`config.mk`:
```
export PLATFORM = sky130hd
export DESIGN_NAME = stage_3_carry_resolver
export DESIGN_NICKNAME = d
export VERILOG_FILES = /design/src/rtl/stage_3_carry_resolver.sv
export SDC_FILE = /design/constraint.sdc
export NUM_CORES = 1
export LEC_CHECK = 0
export CAP_MARGIN = 5
export CORE_MARGIN = 2
export CORE_UTILIZATION = 55
export CTS_BUF_LIST = sky130_fd_sc_hd__clkbuf_8
export CTS_CLUSTER_SIZE = 14
export DETAILED_ROUTE_END_ITERATION = 6
export GPL_ROUTABILITY_DRIVEN = 0
export GPL_TIMING_DRIVEN = 0
export PLACE_DENSITY = 0.77
export SLEW_MARGIN = 10
export SYNTH_ARGS = -nofsm -noshare
export SYNTH_HDL_FRONTEND = slang
export SYNTH_SLANG_ARGS = --single-unit
```
`constraint.sdc`:
```
create_clock -name clk -period 2.9 [get_ports clk]
set_clock_uncertainty 0.2 [all_clocks]
set_input_delay 0.29 -clock clk [delete_from_list [all_inputs] [get_ports clk]]
set_output_delay 0.29 -clock clk [all_outputs]
set_load 0.05 [all_outputs]
```
`src/rtl/stage_3_carry_resolver.sv`:
```
// Purpose : resolves carry propagation for the range-coder byte stream (AV1 precarry scheme).
// Latency : a resolving candidate accepted in cycle N shows its first output byte in cycle N+1.
// Backpressure: out_ready=0 freezes the output byte and state; in_ready is high only while idle.
//
// Ports:
//   clk, reset            clock and synchronous active-high reset
//   in_valid/in_ready     candidate handshake; in_byte[BYTE_WIDTH] is the carry bit
//   in_flush              end of frame, drains all held state (wins over in_valid)
//   out_valid/out_ready   resolved byte handshake; out_last marks the final byte of a flush
//   err_overflow          sticky, set when an 0xFF run longer than the counter can hold was dropped
//
// A byte cannot be released until we know whether a later carry will bump it.
// The most recent non-0xFF byte is held in held_byte. Any 0xFF bytes after it
// are only counted in run, because a carry turns every one of them into 0x00
// and bumps held_byte by one. When the next non-0xFF candidate arrives, its
// carry bit settles the held byte and the whole run at once.

module stage_3_carry_resolver #(
    parameter int PEND_WIDTH = 16,
    parameter int BYTE_WIDTH = 8
) (
    input  logic                  clk,
    input  logic                  reset,
    input  logic                  in_valid,
    output logic                  in_ready,
    input  logic [BYTE_WIDTH:0]   in_byte,
    input  logic                  in_flush,
    output logic                  out_valid,
    input  logic                  out_ready,
    output logic [BYTE_WIDTH-1:0] out_byte,
    output logic                  out_last,
    output logic                  err_overflow
);

    // State encoding.
    localparam logic [2:0] IDLE       = 3'd0;
    localparam logic [2:0] EMIT_BUF   = 3'd1;
    localparam logic [2:0] EMIT_RUN   = 3'd2;
    localparam logic [2:0] FLUSH_BUF  = 3'd3;
    localparam logic [2:0] FLUSH_RUN  = 3'd4;
    localparam logic [2:0] DONE_EMPTY = 3'd5;
    localparam logic [2:0] CLEAR      = 3'd6;

    localparam logic [PEND_WIDTH-1:0] RUN_MAX  = {PEND_WIDTH{1'b1}};
    localparam logic [PEND_WIDTH-1:0] RUN_ZERO = '0;
    localparam logic [PEND_WIDTH-1:0] RUN_ONE  = PEND_WIDTH'(1);
    localparam logic [BYTE_WIDTH-1:0] ALL_ONES = {BYTE_WIDTH{1'b1}};
    localparam logic [BYTE_WIDTH-1:0] ALL_ZERO = '0;

    logic [2:0]            state;
    logic [BYTE_WIDTH-1:0] held_byte;   // oldest unresolved byte
    logic                  held_vld;
    logic [BYTE_WIDTH-1:0] nxt_byte;    // resolving candidate, becomes held_byte once the run is out
    logic [PEND_WIDTH-1:0] run;         // number of 0xFF bytes queued behind held_byte
    logic                  cy;          // carry to apply to held_byte and the run

    logic                  cand_is_ff;
    logic                  run_nz;
    logic                  run_is_one;
    logic                  xfer;

    // A carry-free all-ones candidate only extends the pending run.
    assign cand_is_ff = (in_byte == {1'b0, ALL_ONES});
    assign run_nz     = (run != RUN_ZERO);
    assign run_is_one = (run == RUN_ONE);
    assign xfer       = out_valid & out_ready;

    // The outputs are decoded from registered state only, so they stay stable
    // while the sink stalls.
    always_comb begin
        in_ready  = (state == IDLE);
        out_valid = 1'b0;
        out_byte  = ALL_ZERO;
        out_last  = 1'b0;
        case (state)
            EMIT_BUF: begin
                out_valid = 1'b1;
                // Wraps mod 2^BYTE_WIDTH; a legal stream never carries out of the held byte.
                out_byte  = held_byte + {{(BYTE_WIDTH-1){1'b0}}, cy};
            end
            EMIT_RUN: begin
                out_valid = 1'b1;
                out_byte  = cy ? ALL_ZERO : ALL_ONES;
            end
            FLUSH_BUF: begin
                out_valid = 1'b1;
                out_byte  = held_byte;
                out_last  = ~run_nz;
            end
            FLUSH_RUN: begin
                out_valid = 1'b1;
                out_byte  = ALL_ONES;
                out_last  = run_is_one;
            end
            default: begin
                out_valid = 1'b0;
            end
        endcase
    end

    always_ff @(posedge clk) begin
        if (reset) begin
            state        <= IDLE;
            held_byte    <= ALL_ZERO;
            held_vld     <= 1'b0;
            nxt_byte     <= ALL_ZERO;
            run          <= RUN_ZERO;
            cy           <= 1'b0;
            err_overflow <= 1'b0;
        end else begin
            case (state)
                IDLE: begin
                    // in_ready is high here, so in_valid/in_flush are accepts.
                    if (in_flush) begin
                        if (held_vld) begin
                            state <= FLUSH_BUF;
                        end else if (run_nz) begin
                            state <= FLUSH_RUN;
                        end else begin
                            state <= DONE_EMPTY;
                        end
                    end else if (in_valid) begin
                        if (cand_is_ff) begin
                            // A run longer than the counter cannot be represented; the
                            // candidate is dropped and the error latched.
                            if (run != RUN_MAX) begin
                                run <= run + RUN_ONE;
                            end else begin
                                err_overflow <= 1'b1;
                            end
                        end else begin
                            cy       <= in_byte[BYTE_WIDTH];
                            nxt_byte <= in_byte[BYTE_WIDTH-1:0];
                            if (held_vld) begin
                                state <= EMIT_BUF;
                            end else if (run_nz) begin
                                state <= EMIT_RUN;
                            end else begin
                                // Nothing is pending for the carry to reach, so it is dropped.
                                held_byte <= in_byte[BYTE_WIDTH-1:0];
                                held_vld  <= 1'b1;
                                cy        <= 1'b0;
                            end
                        end
                    end
                end

                EMIT_BUF: begin
                    if (xfer) begin
                        if (run_nz) begin
                            state <= EMIT_RUN;
                        end else begin
                            held_byte <= nxt_byte;
                            held_vld  <= 1'b1;
                            cy        <= 1'b0;
                            state     <= IDLE;
                        end
                    end
                end

                EMIT_RUN: begin
                    if (xfer) begin
                        run <= run - RUN_ONE;
                        if (run_is_one) begin
                            held_byte <= nxt_byte;
                            held_vld  <= 1'b1;
                            cy        <= 1'b0;
                            state     <= IDLE;
                        end
                    end
                end

                FLUSH_BUF: begin
                    if (xfer) begin
                        state <= run_nz ? FLUSH_RUN : CLEAR;
                    end
                end

                FLUSH_RUN: begin
                    if (xfer) begin
                        run <= run - RUN_ONE;
                        if (run_is_one) begin
                            state <= CLEAR;
                        end
                    end
                end

                DONE_EMPTY: begin
                    state <= CLEAR;
                end

                CLEAR: begin
                    // err_overflow survives a flush; only reset clears it.
                    held_vld <= 1'b0;
                    run      <= RUN_ZERO;
                    cy       <= 1'b0;
                    state    <= IDLE;
                end

                default: begin
                    state <= IDLE;
                end
            endcase
        end
    end

endmodule
```
==> metrics.cfg <==
[outcome]
outcome = complete, no violations

[global_route]
antenna_found_initial = 0
grt_pass1_wl_um = 13400
grt_pass1_vias = 2757
track_usage_pct = 28.1
grt.overflow.total = 0
grt_max_degree = 13

[detailed_routing]
drcViolationCount = 0
via_per_inst = 6.30
routedWlPerCell_um = 16.3
drt-total-wl_um = 8010
vias = 3087
drtIter0Drc = 366
postRouteAntennaNets = 0
first_pass_iters = 6

[sta]
period_minus_slack_ns = 2.76
drv_slew = 0
rsz0062_at_grt = true
worst_pin_slew_ns = 0.765
fmax_mhz = 363
setup_violations = 0
relSlewSlack_pct = 48.8
setup_slack_ns = 0.141
hold_violations = 0
post-route-period-util_pct = 95.1

[layout]
drive_above_1_share_pct = 14.3
final_cells = 490
area_delta_synth_final_pct = 17.7
diodes = 0
nets = 440

[hold_path]
hp-class = register to register

[setup_path]
cp.arrival_ns = 2.78
rrSetupSlack_ns = 0.14
crit_fanout = 10
path_class = register to register
startpoint_type = register
crit_required_ns = 2.92
cp-end-kind = register

[clocking]
cts.sinks = 38
cts_tree = built
cts.clk_slew.worst_paths_ns = 0.08
insertion_delay_ns = 0.30
cts_buffers = 5
cts.path.max_buffers = 2
cts_root_buf = clkbuf_8
htree_levels = 2
ctsHoldBuffers = 0

[die]
floorplan.initialDensity_pct = 56.4
num_rows = 26
die_h_um = 76.2
pin_count = 26
die_x_um = 76.2
coreArea_mm2 = 0.00507
fp.dieArea_mm2 = 0.00580

[logic_synthesis]
syn_inst = 386
syn-num-nets = 407
netlist_area_mm2 = 0.00286
synth_seq_cells = 38
ys_seq_area_share_pct = 26.6
ys_async_sr_fraction_pct = 0
synth_edf_count = 0
yosys_warnings = 0
ys.flop_type = dfxtp_1
synth_area_per_cell_um2 = 7.42
synth_cell_types = 59

[placed_design]
dp.cells = 481
dp.final_hpwl_um = 5580
io_buffers = 25
pre_cts_ws_ns = -0.256

[run]
maxCapViolCount = 0

[kinds of logic after synthesis]
| logic type | share of synthesized area [%] |
|---|---|
| simple gates | 26.3 |
| mux | 5.24 |
| xor+xnor | 3.06 |
| compound gates | 29.1 |
| flops | 26.6 |
| buf+inv | 6.68 |
| fa+ha+maj | 3.06 |
[routing by layer]
metal	global-route usage [%]	share of wire (%)
met2	41.7	43
met3	5.57	9.4
met1	41.8	46
met4	7.27	1.2
met5	0	0
[final timing paths]
kind                        startpoint                         to  cells after the start
min          err_overflow$_SDFFE_PP0P_  err_overflow$_SDFFE_PP0P_                      2
max               run[11]$_SDFFE_PP0P_      state[0]$_SDFFE_PP0P_                      7
max reg2reg       run[11]$_SDFFE_PP0P_      state[0]$_SDFFE_PP0P_                      7
min reg2reg  err_overflow$_SDFFE_PP0P_  err_overflow$_SDFFE_PP0P_                      2
[cells in the mapped netlist (5+ instances only)]
master	number	share of area [%]
mux2i_1	15	5.2
inv_1	10	1.3
nor3_1	19	3.3
nor4_1	7	1.5
a21oi_1	34	5.9
o21ai_0	36	6.3
a211oi_1	11	2.9
clkbuf_1	25	3.3
dfxtp_1	38	27
ha_1	7	3.1
nand4_1	5	1.1
nand2_1	28	3.7
nand3_1	12	2.1
nor2_1	44	5.8
xor2_1	6	1.8
[registers in the layout, summed over array words and instances (netlist names)]
| register | flops |
|---|---|
| run | 16 |
| held_byte | 8 |
| nxt_byte | 8 |
| state | 3 |
| cy | 1 |
| err_overflow | 1 |
| held_vld | 1 |
[layout by cell type (no fill, tap or decap), drive strengths merged, types with 4 or more instances in the layout]
cell type / count
nand4: 5
nor3: 19
nand2b: 4
clkdlybuf4s15: 6
buf: 11
nor4: 8
o211ai: 4
a211oi: 14
o21ai: 38
o21a: 4
ha: 7
a31oi: 4
inv: 10
dfxtp: 38
nor2: 44
xor2: 6
or4b: 4
a21oi: 34
clkdlybuf4s50: 15
or4: 4
nand3: 12
clkbuf: 32
mux2i: 15
xnor2: 4
nand2: 28
[layout make-up]
class | count | area, um^2
timing repair buffer | 27 | 263
inverter | 10 | 37.5
clock inverter | 2 | 12.5
multi-input combinational | 305 | 1960
fill | 459 | 1700
sequential | 38 | 763
tap | 70 | 87.6
buffer | 32 | 165
clock buffer | 6 | 82.6
[metrics by stage]
stage	cell area, um^2	setup TNS, ns	utilization (%)	hold WS, ns
5_1_grt	3370	-0.0287	66.4	0.316
4_1_cts	3330	0	65.7	0.291
2_1_floorplan	2860	0	-	0.237
6_report	3370	0	66.4	0.281
3_3_place_gp	3200	-3.65	63.1	0.267
3_5_place_dp	3200	-4.48	63.1	0.266
[worst max-delay path, stage by stage, from the launching register on]
cell      delay [ns]
dfxtp_1         0.30
clkbuf_1        0.20
or4_4           0.62
nor4_2          0.42
o21ai_0         0.20
a21o_1          0.22
or3_1           0.34
a21oi_1         0.16
[what timing repair did]
action                                  CTS  global route
gates resized for setup                  44            26
pin swaps                                 1             3
cloned                                    0             0
endpoints found under the setup margin   29            33
buffers inserted                          1             1
Power is left out: the tool's default activity adds up to more than one toggle a clock period on the data nets, which glitch-free logic cannot reach.
